## src/rtl/ual_pkg.sv

```systemverilog
// ---------------------------------------------------------------------------
// ual_pkg
//   Definitions shared by the ALU (UAL) and its result stage:
//     - flag bit positions inside the 4-bit {C, Z, N, P} flag vector
//     - width of the packed {M, operatie} op field
//     - the number of flag bits actually stored per FIFO entry
//     - operation codes (74181-style, interpreted together with M)
//
//   Configuration macro: UAL_REZ_PARITY_EN
//     defined   -> the parity flag is stored (4 flag bits per entry)
//     undefined -> the parity flag is tied to 0 (3 flag bits per entry)
// ---------------------------------------------------------------------------
package ual_pkg;

   // Flag positions inside out_flags = {C, Z, N, P}
   localparam int FLAG_W = 4;
   localparam int FLAG_C = 3;
   localparam int FLAG_Z = 2;
   localparam int FLAG_N = 1;
   localparam int FLAG_P = 0;

   // Op field is {M, operatie}
   localparam int OP_CODE_W = 4;
   localparam int OP_W      = 5;

`ifdef UAL_REZ_PARITY_EN
   localparam int FLAG_STORE_W = 4;
`else
   // P is never stored; it is re-inserted as a constant 0 on the way out.
   localparam int FLAG_STORE_W = 3;
`endif

   // Arithmetic-mode operation codes (M = 0)
   localparam logic [OP_CODE_W-1:0] OP_TRANSFER_A   = 4'd0;
   localparam logic [OP_CODE_W-1:0] OP_MINUS_UNU    = 4'd3;
   localparam logic [OP_CODE_W-1:0] OP_SCADERE      = 4'd6;
   localparam logic [OP_CODE_W-1:0] OP_ADUNARE      = 4'd9;
   localparam logic [OP_CODE_W-1:0] OP_DUBLARE      = 4'd12;
   localparam logic [OP_CODE_W-1:0] OP_DECREMENTARE = 4'd15;

   // Logic-mode operation codes (M = 1)
   localparam logic [OP_CODE_W-1:0] OP_NU_A         = 4'd0;
   localparam logic [OP_CODE_W-1:0] OP_XOR          = 4'd6;
   localparam logic [OP_CODE_W-1:0] OP_SI           = 4'd11;
   localparam logic [OP_CODE_W-1:0] OP_SAU          = 4'd14;
   localparam logic [OP_CODE_W-1:0] OP_COPIE_A      = 4'd15;

   // Op field as presented on out_op
   typedef struct packed {
      logic                 m;
      logic [OP_CODE_W-1:0] operatie;
   } ual_op_t;

   function automatic ual_op_t pack_op(input logic m, input logic [OP_CODE_W-1:0] operatie);
      ual_op_t o;
      o.m        = m;
      o.operatie = operatie;
      return o;
   endfunction

endpackage

```

## src/rtl/ual_fifo.sv

```systemverilog
// ---------------------------------------------------------------------------
// ual_fifo
//   Generic synchronous FIFO with registered occupancy. Storage entries reset
//   to zero so the head output is never X, even before the first write.
//
//   Parameters:
//     ENTRY_W  entry width in bits
//     DEPTH    number of entries (power of 2, >= 2)
//
//   Ports:
//     clk      in   clock, rising edge
//     rst_n    in   asynchronous active-low reset
//     push     in   write wr_data (ignored when full)
//     pop      in   drop the head entry (ignored when empty)
//     wr_data  in   ENTRY_W  entry to write
//     rd_data  out  ENTRY_W  head entry
//     count    out  $clog2(DEPTH)+1  occupancy
//     full     out  count == DEPTH
//     empty    out  count == 0
// ---------------------------------------------------------------------------
module ual_fifo #(
   parameter int ENTRY_W = 8,
   parameter int DEPTH   = 4
) (
   input  logic                     clk,
   input  logic                     rst_n,
   input  logic                     push,
   input  logic                     pop,
   input  logic [ENTRY_W-1:0]       wr_data,
   output logic [ENTRY_W-1:0]       rd_data,
   output logic [$clog2(DEPTH):0]   count,
   output logic                     full,
   output logic                     empty
);

   localparam int AW = $clog2(DEPTH);
   localparam int CW = AW + 1;

   logic [ENTRY_W-1:0] mem [DEPTH];
   logic [AW-1:0]      wr_ptr;
   logic [AW-1:0]      rd_ptr;
   logic               push_ok;
   logic               pop_ok;

   assign full    = (count == CW'(DEPTH));
   assign empty   = (count == '0);
   assign push_ok = push && !full;
   assign pop_ok  = pop && !empty;
   assign rd_data = mem[rd_ptr];

   // DEPTH is a power of 2, so plain AW-bit overflow gives modulo-DEPTH wrap.
   always_ff @(posedge clk or negedge rst_n) begin
      if (!rst_n) begin
         wr_ptr <= '0;
         rd_ptr <= '0;
      end else begin
         if (push_ok) wr_ptr <= wr_ptr + AW'(1);
         if (pop_ok)  rd_ptr <= rd_ptr + AW'(1);
      end
   end

   always_ff @(posedge clk or negedge rst_n) begin
      if (!rst_n) begin
         count <= '0;
      end else begin
         case ({push_ok, pop_ok})
            2'b10:   count <= count + CW'(1);
            2'b01:   count <= count - CW'(1);
            default: count <= count;   // idle, or push and pop cancel out
         endcase
      end
   end

   always_ff @(posedge clk or negedge rst_n) begin
      if (!rst_n) begin
         for (int i = 0; i < DEPTH; i++) mem[i] <= '0;
      end else if (push_ok) begin
         mem[wr_ptr] <= wr_data;
      end
   end

endmodule

```

## src/rtl/ual_registru_rezultat.sv

```systemverilog
// ---------------------------------------------------------------------------
// ual_registru_rezultat
//   Result stage behind the 8-bit ALU. Each accepted ALU result is tagged with
//   its {M, operatie} and status flags, buffered in a FIFO and offered to the
//   consumer. Also keeps the last accepted result (acc) and a saturating
//   count of accepted results (nr_op).
//
//   Handshake (both sides): a transfer happens in a cycle where valid and
//   ready are both 1 at the rising edge. A producer holding valid=1 keeps its
//   payload stable until the transfer; ready never depends combinationally on
//   the opposite side (in_ready comes from registered occupancy only).
//
//   Configuration macro: UAL_REZ_PARITY_EN (stores the parity flag P = ^f;
//   without it P reads as 0 and no parity bit is stored).
//
//   Parameters: WIDTH (data width, 8), DEPTH (FIFO entries, power of 2, >= 2)
//
//   Ports:
//     clk, rst_n          clock (rising edge), async active-low reset
//     in_valid/in_ready   upstream handshake
//     f, c_out            ALU result and carry out
//     operatie, M         ALU op code and mode (1 = logic, 0 = arithmetic)
//     out_valid/out_ready downstream handshake
//     out_data            head result
//     out_flags           head flags {C, Z, N, P}
//     out_op              head {M, operatie}
//     acc                 last accepted result
//     nr_op               accepted-result count, saturates at 255
//     count               FIFO occupancy
// ---------------------------------------------------------------------------
module ual_registru_rezultat
   import ual_pkg::*;
#(
   parameter int WIDTH = 8,
   parameter int DEPTH = 4
) (
   input  logic                    clk,
   input  logic                    rst_n,
   input  logic                    in_valid,
   output logic                    in_ready,
   input  logic [WIDTH-1:0]        f,
   input  logic                    c_out,
   input  logic [3:0]              operatie,
   input  logic                    M,
   output logic                    out_valid,
   input  logic                    out_ready,
   output logic [WIDTH-1:0]        out_data,
   output logic [3:0]              out_flags,
   output logic [4:0]              out_op,
   output logic [WIDTH-1:0]        acc,
   output logic [7:0]              nr_op,
   output logic [$clog2(DEPTH):0]  count
);

   localparam int ENTRY_W = OP_W + FLAG_STORE_W + WIDTH;

   // Entry layout, MSB to LSB: {op, stored flags, data}
   localparam int DATA_LSB = 0;
   localparam int FLAG_LSB = WIDTH;
   localparam int OP_LSB   = WIDTH + FLAG_STORE_W;

   logic                    push;
   logic                    pop;
   logic                    fifo_full;
   logic                    fifo_empty;
   logic [ENTRY_W-1:0]      wr_entry;
   logic [ENTRY_W-1:0]      rd_entry;
   logic [FLAG_STORE_W-1:0] wr_flags;
   logic [FLAG_STORE_W-1:0] rd_flags;
   ual_op_t                 wr_op;

   logic                    flag_c;
   logic                    flag_z;
   logic                    flag_n;

   assign in_ready  = !fifo_full;
   assign out_valid = !fifo_empty;
   assign push      = in_valid && in_ready;
   assign pop       = out_valid && out_ready;

   // ------------------------------------------------------------------
   // Flags from the incoming result. Carry is meaningless for logic ops,
   // so it is masked in logic mode rather than passed through.
   // ------------------------------------------------------------------
   assign flag_c = M ? 1'b0 : c_out;
   assign flag_z = (f == '0);
   assign flag_n = f[WIDTH-1];

`ifdef UAL_REZ_PARITY_EN
   logic flag_p;
   assign flag_p   = ^f;
   assign wr_flags = {flag_c, flag_z, flag_n, flag_p};
`else
   assign wr_flags = {flag_c, flag_z, flag_n};
`endif

   assign wr_op    = pack_op(M, operatie);
   assign wr_entry = {wr_op, wr_flags, f};

   ual_fifo #(
      .ENTRY_W (ENTRY_W),
      .DEPTH   (DEPTH)
   ) u_fifo (
      .clk     (clk),
      .rst_n   (rst_n),
      .push    (push),
      .pop     (pop),
      .wr_data (wr_entry),
      .rd_data (rd_entry),
      .count   (count),
      .full    (fifo_full),
      .empty   (fifo_empty)
   );

   // ------------------------------------------------------------------
   // Head unpacking
   // ------------------------------------------------------------------
   assign out_data = rd_entry[DATA_LSB +: WIDTH];
   assign rd_flags = rd_entry[FLAG_LSB +: FLAG_STORE_W];
   assign out_op   = rd_entry[OP_LSB +: OP_W];

   always_comb begin
      out_flags         = '0;
      out_flags[FLAG_C] = rd_flags[FLAG_STORE_W-1];
      out_flags[FLAG_Z] = rd_flags[FLAG_STORE_W-2];
      out_flags[FLAG_N] = rd_flags[FLAG_STORE_W-3];
`ifdef UAL_REZ_PARITY_EN
      out_flags[FLAG_P] = rd_flags[0];
`endif
   end

   // ------------------------------------------------------------------
   // Debug: last accepted result and saturating accept counter
   // ------------------------------------------------------------------
   always_ff @(posedge clk or negedge rst_n) begin
      if (!rst_n) begin
         acc   <= '0;
         nr_op <= '0;
      end else if (push) begin
         acc <= f;
         if (nr_op != 8'hFF) nr_op <= nr_op + 8'd1;
      end
   end

endmodule

```

## config.mk

```make
export PLATFORM = sky130hd
export DESIGN_NAME = ual_registru_rezultat
export DESIGN_NICKNAME = d
export VERILOG_FILES = /design/src/rtl/ual_pkg.sv /design/src/rtl/ual_fifo.sv /design/src/rtl/ual_registru_rezultat.sv
export SDC_FILE = /design/constraint.sdc
export NUM_CORES = 1
export LEC_CHECK = 0
export CAP_MARGIN = 40
export CORE_MARGIN = 2
export CORE_UTILIZATION = 36
export CTS_CLUSTER_DIAMETER = 60
export DETAILED_ROUTE_END_ITERATION = 12
export HOLD_SLACK_MARGIN = 0.15
export PLACE_DENSITY = 0.63
export SLEW_MARGIN = 20
export SYNTH_ARGS = -nofsm -noshare
export SYNTH_HDL_FRONTEND = slang
export SYNTH_HIERARCHICAL = 1
export SYNTH_SLANG_ARGS = --single-unit
```

## constraint.sdc

```tcl
create_clock -name clk -period 2.35 [get_ports clk]
set_input_delay 0.47 -clock clk [delete_from_list [all_inputs] [get_ports clk]]
set_output_delay 0.47 -clock clk [all_outputs]
set_load 0.05 [all_outputs]
```

==> flow_summary.json <==
{
  "dp_hpwl_mm": 5.481,
  "yosys.area_share.simple_pct": 7.177,
  "synthMuxAreaShare_pct": 28.77,
  "rows": 38,
  "wl_per_cell_um": 16.28,
  "ys_ff_latch": 87,
  "fill_cells": 994,
  "fin_setup_tns_ps": 0,
  "critical_path_arrival_ps": 1720,
  "io_buffers": 54,
  "synth-compound-area-share_pct": 0.8612,
  "synth_cell_types": 34,
  "hold_viol": 0,
  "drc": 0,
  "syn_area_um2": 3923,
  "synthCells": 270,
  "critPathRequiredTime_ps": 1880,
  "die_w_um": 108.4,
  "finalNetCount": 367,
  "syn_nets": 295,
  "clkLatencyLatePin_ps": 350,
  "cpMostUsedCell": "buf_4",
  "path_class": "flip-flop to primary output",
  "dieArea_um2": 11750,
  "cts_tree": "done",
  "crit_path_max_incr_delay_ps": 530,
  "firstDrtPassIters": 6,
  "endpoint_kind": "primary output",
  "tightest_slew_ps": 513.4,
  "fin_skew_ps": 12.28,
  "drive_gt1_share_pct": 42.94,
  "die-height_um": 108.4,
  "path_buf_inv": 2,
  "finalCritPeriodShare_pct": 93.39,
  "rsz0062_at_grt": "no",
  "crit_path_top_delay_cell": "mux4_2",
  "ios": 56,
  "timing.critical_path.fanout_max": 5,
  "period_minus_slack_ps": 2195,
  "htree_num_levels": 3,
  "cts_sinks": 87,
  "start_util_pct": 36.50,
  "maxCapViolations": 0,
  "grt_pass1_vias": 2585,
  "synthXorXnorAreaFrac_pct": 2.233,
  "diodes": 0,
  "grt-ovfl-total": 0,
  "hold_path_class": "flip-flop to flip-flop",
  "drv_slew": 0,
  "dr.first_iter.drc_count": 102,
  "yosys_warnings": 6,
  "grt_antenna_before_repair": 0,
  "max_slew_margin_pct": 65.67,
  "grt_max_degree": 36,
  "final_util_pct": 45.72,
  "synth_fa_ha_area_share_pct": 2.424,
  "worstSetupStartpointType": "flip-flop",
  "cts_root_buf": "clkbuf_8",
  "clock.fmax_mhz": 455.6,
  "area_growth_syn_to_layout_pct": 25.23,
  "clkSlewWorstSetupHoldPaths_ps": 90,
  "synth_top_family_by_area": "multiplexers",
  "num_vias": 2340,
  "ant_nets": 0,
  "syn_area_per_cell_um2": 14.53,
  "gp_congestion": 0.7687,
  "crit_path_cell_trace": "buf_4 > mux4_2 > buf_4",
  "routed_wl_mm": 7.929,
  "setup_viol": 0,
  "vias_per_cell": 4.805,
  "grt_usage_pct": 14.94,
  "cpLargestDelayFamily": "multiplexers",
  "cts_made_buffers": 9,
  "ys_seq_area_share_pct": 55.50,
  "core_area_um2": 10750,
  "grt_first_pass_wirelength_mm": 13.25,
  "outcome": "finished clean",
  "cts.path.max_buffers": 2
}
[cell usage after synthesis]
cell type	instances	area, um2
a21oi_1	4	20.02
and3_1	1	6.260
and4b_1	1	10.01
buf_2	3	15.01
buf_4	2	15.01
buf_6	3	33.78
clkbuf_1	1	3.750
clkbuf_8	1	13.76
conb_1	1	3.750
dfrtp_1	87	2177
fa_1	1	20.02
ha_1	6	75.07
inv_1	8	30.03
inv_2	1	3.750
mux2_2	66	743.2
mux2_4	1	15.01
mux2i_1	1	10.01
mux4_2	16	360.4
nand2_1	32	120.1
nand2_2	1	6.260
nand2b_1	2	12.51
nand3_1	1	5.000
nand4_1	2	12.51
nor2_1	4	15.01
nor2_2	4	25.02
nor2b_1	2	12.51
nor3_1	2	10.01
nor3b_2	1	12.51
nor3b_4	1	18.77
o21ai_1	1	5.000
o31a_1	1	8.760
or4_1	2	15.01
xnor2_1	4	35.03
xor2_1	6	52.55
[worst paths after layout]
path	end	cells after the start	startpoint	slack, ps
setup / recovery	out_data[2]	3	u_fifo/rd_ptr[0]	160
hold reg to reg	acc[2]	2	acc[2]	480
setup reg to reg	u_fifo/count[2]	11	u_fifo/count[1]	160
min in group asynchronous	u_fifo/mem[54]	2	rst_n	600
hold / removal	acc[2]	2	acc[2]	480
max in group asynchronous	u_fifo/mem[15]	3	rst_n	970
[sequential cells by signal, indices dropped and copies added, names as in the netlist]
name	count
acc	8
u_fifo/count	3
u_fifo/mem	64
u_fifo/rd_ptr	2
nr_op	8
u_fifo/wr_ptr	2
[layout make-up]
class / count / area, um2 / area share (%)
repair buffers: 71 / 686.9 / 13.98
clock buffers: 10 / 127.6 / 2.598
flip-flops and latches: 87 / 2182 / 44.42
clock inverters: 6 / 45.04 / 0.9170
multi-input cells: 164 / 1658 / 33.75
well taps: 140 / 175.2 / 3.566
inverters: 9 / 37.54 / 0.7641
[worst min-delay path, delay by kind of cell (launching register included)]
| family | cells | cell delay [ps] |
|---|---|---|
| flops | 1 | 350 |
| simple gates | 2 | 100 |
[cells in the final DEF (no fill, tap or decap), types with 2 or more instances in the layout]
master,n
a21oi_1,4
buf_12,5
buf_4,29
clkbuf_8,9
clkdlybuf4s50_1,35
clkinvlp_4,4
dfrtp_1,83
dfrtp_2,4
ha_1,5
inv_1,6
inv_2,2
mux2_2,66
mux4_2,16
nand2_1,32
nand4_1,2
nor2_1,4
nor2_2,4
nor2b_1,2
nor3_1,2
or4_1,2
xnor2_1,4
xor2_1,6
[kinds of logic (layout without fill, tap and decap cells)]
family / Yosys count / count (layout)
xor+xnor: 10 / 10
other cells: 1 / 1
mux: 84 / 84
fa+ha+maj: 7 / 7
buf+inv: 19 / 96
flops: 87 / 87
compound gates: 6 / 6
simple gates: 56 / 56
[routing by layer]
layer  wire, um  GRT usage [%]
met1       3500          18.40
met2       4004          25.47
met3        294          4.039
met4        129          4.945
met5          0              0
[what timing repair did]
| item | in CTS | in global routing |
|---|---|---|
| buffers inserted | 0 | 0 |
| pin swaps | 0 | 0 |
| resized for setup | 1 | 1 |
| hold buffers | 1 | 0 |
| endpoints found under the hold margin | 33 | 0 |
| endpoints found under the setup margin | 1 | 3 |
[through the flow]
step | cell area, um2 | hold WS (ps) | instances | setup WS (ps)
6_report | 4912 | 484.8 | 487 | 155.3
3_3_place_gp | 4730 | 450.1 | 470 | 86.42
2_1_floorplan | 3964 | 174.4 | 270 | -450.3
3_5_place_dp | 4730 | 455.2 | 470 | 29.92
5_1_grt | 4912 | 507.9 | 487 | 8.963
4_1_cts | 4911 | 486.4 | 487 | 31.51
Power is not shown: default switching activity piles up to over one toggle a cycle in this logic, so the estimate is an artifact.
==> RTL change 1 (same flow settings) <==
`DEPTH` is set to 4 in 2 places; all go to 8.
--- a/src/rtl/ual_fifo.sv
+++ b/src/rtl/ual_fifo.sv
@@ -20,7 +20,7 @@
 // ---------------------------------------------------------------------------
 module ual_fifo #(
    parameter int ENTRY_W = 8,
-   parameter int DEPTH   = 4
+   parameter int DEPTH   = 8
 ) (
    input  logic                     clk,
    input  logic                     rst_n,
--- a/src/rtl/ual_registru_rezultat.sv
+++ b/src/rtl/ual_registru_rezultat.sv
@@ -32,7 +32,7 @@
    import ual_pkg::*;
 #(
    parameter int WIDTH = 8,
-   parameter int DEPTH = 4
+   parameter int DEPTH = 8
 ) (
    input  logic                    clk,
    input  logic                    rst_n,
Interface: changed (resized count); port bits go from 56 to 57. No check against the original RTL was run, so the function may have changed too.
==> RTL change 1 against the original RTL <==
Sequential cell count up 67; the flow now finishes with violations (setup timing); sequential share of layout area shrank 5.8 points; maximum frequency fell by 14%; cell area grew 100%; worst setup slack lost 0.37 ns; synthesized area rose by 87%; routed wire length is 120% higher.
==> RTL change 1: results <==
[run_status]
violations = "setup timing"
status = "finished, violations left"

[placement]
dp.final_hpwl_um = 10400
port_buffers = 55
numPlacedInstances = 817
placedInstanceArea_um2 = 8560

[synthesis]
synth_cell_types = 47
synth-compound-area-share_pct = 1.11
synth_cells = 471
synth.area.mux_share_pct = 34.6

[timing]
report.final.setup_viol = 68
pin_slew_with_the_least_headroom_to_its_limit_ns = 0.568
final.hold.worst_slack_ns = 0.486
timing.final.ws_setup_ns = -0.210

[worst_hold_path]
timing.hold.worst.start = "acc[6]"
min_to = "acc[6]"

[setup_path]
worst_path_max_delay_cell = "sky130_fd_sc_hd__or4b_4"
worst_setup_path_endpoint = "u_fifo/count[3]"

[clocking]
clk_latency_ns = 0.42
cts.clk_slew.worst_paths_ns = 0.06
cts-buffers-inserted = 17
clock_tree.htree_level_count = 4
cts_setup_buffers = 14

[final_layout]
finalNetCount = 614
post_route_cells_drive_above_1_share_pct = 54.4

[drt]
iter_0_drt_violations = 201
wirelength_um = 17700

[global_routing]
via_count_of_the_first_global_routing_pass = 4876
grt_start_max_net_pins = 57
[RTL change 1: cell types whose count changed in the layout (fill, tap and decap cells not counted), moves of 4 or more]
cell                        change
sky130_fd_sc_hd__buf_8          +6
sky130_fd_sc_hd__mux4_2        +16
sky130_fd_sc_hd__mux2_2        -37
sky130_fd_sc_hd__buf_4          +7
sky130_fd_sc_hd__nor2_2         -4
sky130_fd_sc_hd__buf_6         +23
sky130_fd_sc_hd__dfrtp_1       +66
sky130_fd_sc_hd__buf_12        +10
sky130_fd_sc_hd__buf_16         +6
sky130_fd_sc_hd__clkbuf_8       -4
sky130_fd_sc_hd__mux2_4       +118
sky130_fd_sc_hd__clkbuf_16     +18
[RTL change 1: power breakdown]
group          switching (mW)  internal, mW
registers               0.805          3.90
logic                    4.07          4.86
clock network            1.03          1.70
[RTL change 1: per-layer routing]
layer / part of all wire (%) / up-vias / global-route usage, % / wire, µm
met2: 49 / 70 / 27.9 / 8630
met5: 0 / - / 0 / 0
li1: - / 1952 / - / -
met1: 47 / 2353 / 24.4 / 8420
met3: 2.9 / 11 / 3.57 / 521
met4: 0.94 / 0 / 4.61 / 167
[RTL change 1: tightest hold or removal path, stage by stage (launching register included)]
cell and delay, ns:
sky130_fd_sc_hd__dfrtp_1 0.34, sky130_fd_sc_hd__nand2_1 0.05, sky130_fd_sc_hd__nand2_1 0.06
[RTL change 1: final cells by class]
type	instances	area, µm²
Multi-Input combinational cell	282	3680
Tap cell	270	338
Sequential cell	154	3860
Timing Repair Buffer	124	1480
Fill cell	1652	10100
Inverter	10	51.3
Clock buffer	25	505
Clock inverter	6	86.3
==> RTL change 2 (same flow settings) <==
Without the edit above. Make the reset (`rst_n`) synchronous in 4 clocked blocks. Comments in the files are not updated.
--- a/src/rtl/ual_fifo.sv
+++ b/src/rtl/ual_fifo.sv
@@ -49,7 +49,7 @@
    assign rd_data = mem[rd_ptr];
 
    // DEPTH is a power of 2, so plain AW-bit overflow gives modulo-DEPTH wrap.
-   always_ff @(posedge clk or negedge rst_n) begin
+   always_ff @(posedge clk) begin
       if (!rst_n) begin
          wr_ptr <= '0;
          rd_ptr <= '0;
@@ -59,7 +59,7 @@
       end
    end
 
-   always_ff @(posedge clk or negedge rst_n) begin
+   always_ff @(posedge clk) begin
       if (!rst_n) begin
          count <= '0;
       end else begin
@@ -71,7 +71,7 @@
       end
    end
 
-   always_ff @(posedge clk or negedge rst_n) begin
+   always_ff @(posedge clk) begin
       if (!rst_n) begin
          for (int i = 0; i < DEPTH; i++) mem[i] <= '0;
       end else if (push_ok) begin
--- a/src/rtl/ual_registru_rezultat.sv
+++ b/src/rtl/ual_registru_rezultat.sv
@@ -132,7 +132,7 @@
    // ------------------------------------------------------------------
    // Debug: last accepted result and saturating accept counter
    // ------------------------------------------------------------------
-   always_ff @(posedge clk or negedge rst_n) begin
+   always_ff @(posedge clk) begin
       if (!rst_n) begin
          acc   <= '0;
          nr_op <= '0;
Check against the original RTL: differs if rst_n is asserted again (counterexample within 4 cycles, from zero or initial values and one cycle with rst_n low); with rst_n held inactive, the same outputs for 4 cycles.
==> RTL change 2 against the original RTL <==
Synthesized area rose by 2.2%; core utilization grew 1.3 points; routed wire length grew 7.7%; critical path depth increased by 8; maximum frequency down 2.4%; cell area grew 3.7%; worst setup slack got worse by 0.053 ns; sequential cell count up 2; non-clock buffer count rose by 9; count of clock-buffer cells in the layout fell by 1; hold slack worse by 0.026 ns; critical path type is now flop to flop.
==> RTL change 2: results <==
[run_status]
status = "completed"

[placement]
dp_worst_setup_slack_ns = -0.225
placedInstanceArea_um2 = 4850
place_congestion = 0.767
dp.final_hpwl_um = 5540

[timing]
final.setup_skew_ns = 0.0117
timing.slew.headroom_pct = 64.7

[setup_path]
critPathArrivalTime_ns = 2.53
cp_max_fo = 5

[synthesis]
synth-compound-area-share_pct = 5.05
yosysSeqAreaShare_pct = 60.4
synth.area.mux_share_pct = 9.49
synth_top_cells_by_count = "sky130_fd_sc_hd__and2_1, sky130_fd_sc_hd__edfxtp_1, sky130_fd_sc_hd__nand2_1, sky130_fd_sc_hd__dfxtp_1, sky130_fd_sc_hd__mux4_2"
synth-async-reset-ratio_pct = 0
synth.top_cells.by_area = "sky130_fd_sc_hd__edfxtp_1, sky130_fd_sc_hd__dfxtp_1, sky130_fd_sc_hd__and2_1, sky130_fd_sc_hd__mux4_2, sky130_fd_sc_hd__nand2_1"
synth.net_count = 317
synth_cell_types = 44
synth_xor_xnor_area_share_pct = 0.874
synth_enable_flop_cells = 64
synth_adder_area_share_pct = 1.12

[global_routing]
grt.total_usage_pct = 15.6
grt_start_max_net_pins = 23
global_route_wire_length_before_repair_um = 13700

[final_layout]
fill_cell_instance_count_of_the_final_layout = 1005
post_route_cells_drive_above_1_share_pct = 24.9

[clocking]
cts-buffers-inserted = 9

[drt]
wire_per_inst_um = 16.5
detailedRoute.firstPassIterationCount = 4
[RTL change 2: metal layers]
metal | wire length [µm] | global-route usage, % | share of wire (%)
met2 | 4150 | 25.7 | 49
met5 | 0 | 0 | 0
met3 | 464 | 3.44 | 5.4
met1 | 3870 | 20.4 | 45
met4 | 57 | 5.15 | 0.67
[RTL change 2: kinds of logic after synthesis]
kind of cell               Yosys count
other                                1
muxes                               18
and+or+nand+nor                    125
xor gates and xnor gates             4
buffers and inverters               25
DFF                                 89
adders and majority gates            3
AOI/OAI and AO/OA                   31
[RTL change 2: through the flow]
stage	util, %	std cells
after floorplan	-	296
after global placement	44.8	500
after detailed placement	44.8	500
after CTS	46.8	516
after global routing	47.0	518
final	47.0	518
[RTL change 2: layout make-up]
type / count / area share [%]
sequential: 89 / 47.7
multi-input combinational: 182 / 28.9
timing repair buffer: 80 / 14.6
tap: 140 / 3.44
clock buffer: 9 / 2.43
clock inverter: 7 / 1.97
inverter: 11 / 0.909
[RTL change 2: what timing repair did]
item                                    CTS  global route
pin swaps                                 0             1
endpoints found under the setup margin    1             1
resized for setup                         1             1
setup buffers                             0             2
[RTL change 2: power breakdown]
| group | switching [mW] | total (mW) | internal [mW] | leakage, nW |
|---|---|---|---|---|
| Clock | 0.564 | 1.17 | 0.609 | 0.114 |
| Sequential | 0.0805 | 1.96 | 1.88 | 0.873 |
| Combinational | 0.898 | 1.48 | 0.580 | 0.894 |
| Total | 1.54 | 4.61 | 3.06 | 1.88 |
[RTL change 2: worst max-delay path: stages, from the launching register on]
cell and delay, ns:
sky130_fd_sc_hd__dfxtp_2 0.35, sky130_fd_sc_hd__or3b_4 0.43, sky130_fd_sc_hd__inv_6 0.06, sky130_fd_sc_hd__nand2b_4 0.11, sky130_fd_sc_hd__inv_2 0.05, sky130_fd_sc_hd__nand2_4 0.08, sky130_fd_sc_hd__ha_4 0.14, sky130_fd_sc_hd__inv_2 0.03
sky130_fd_sc_hd__fa_2 0.33, sky130_fd_sc_hd__xor2_1 0.15, sky130_fd_sc_hd__or3_1 0.32, sky130_fd_sc_hd__a21boi_1 0.11
[RTL change 2: path summary, 6_finish.rpt]
check	cells past startpoint	startpoint	slack (ns)	end
worst min register to register	2	acc[2]	0.46	acc[2]
worst max register to register	11	u_fifo/count[1]	0.10	u_fifo/count[2]
worst min-delay path	2	acc[2]	0.46	acc[2]
worst max-delay path	11	u_fifo/count[1]	0.10	u_fifo/count[2]
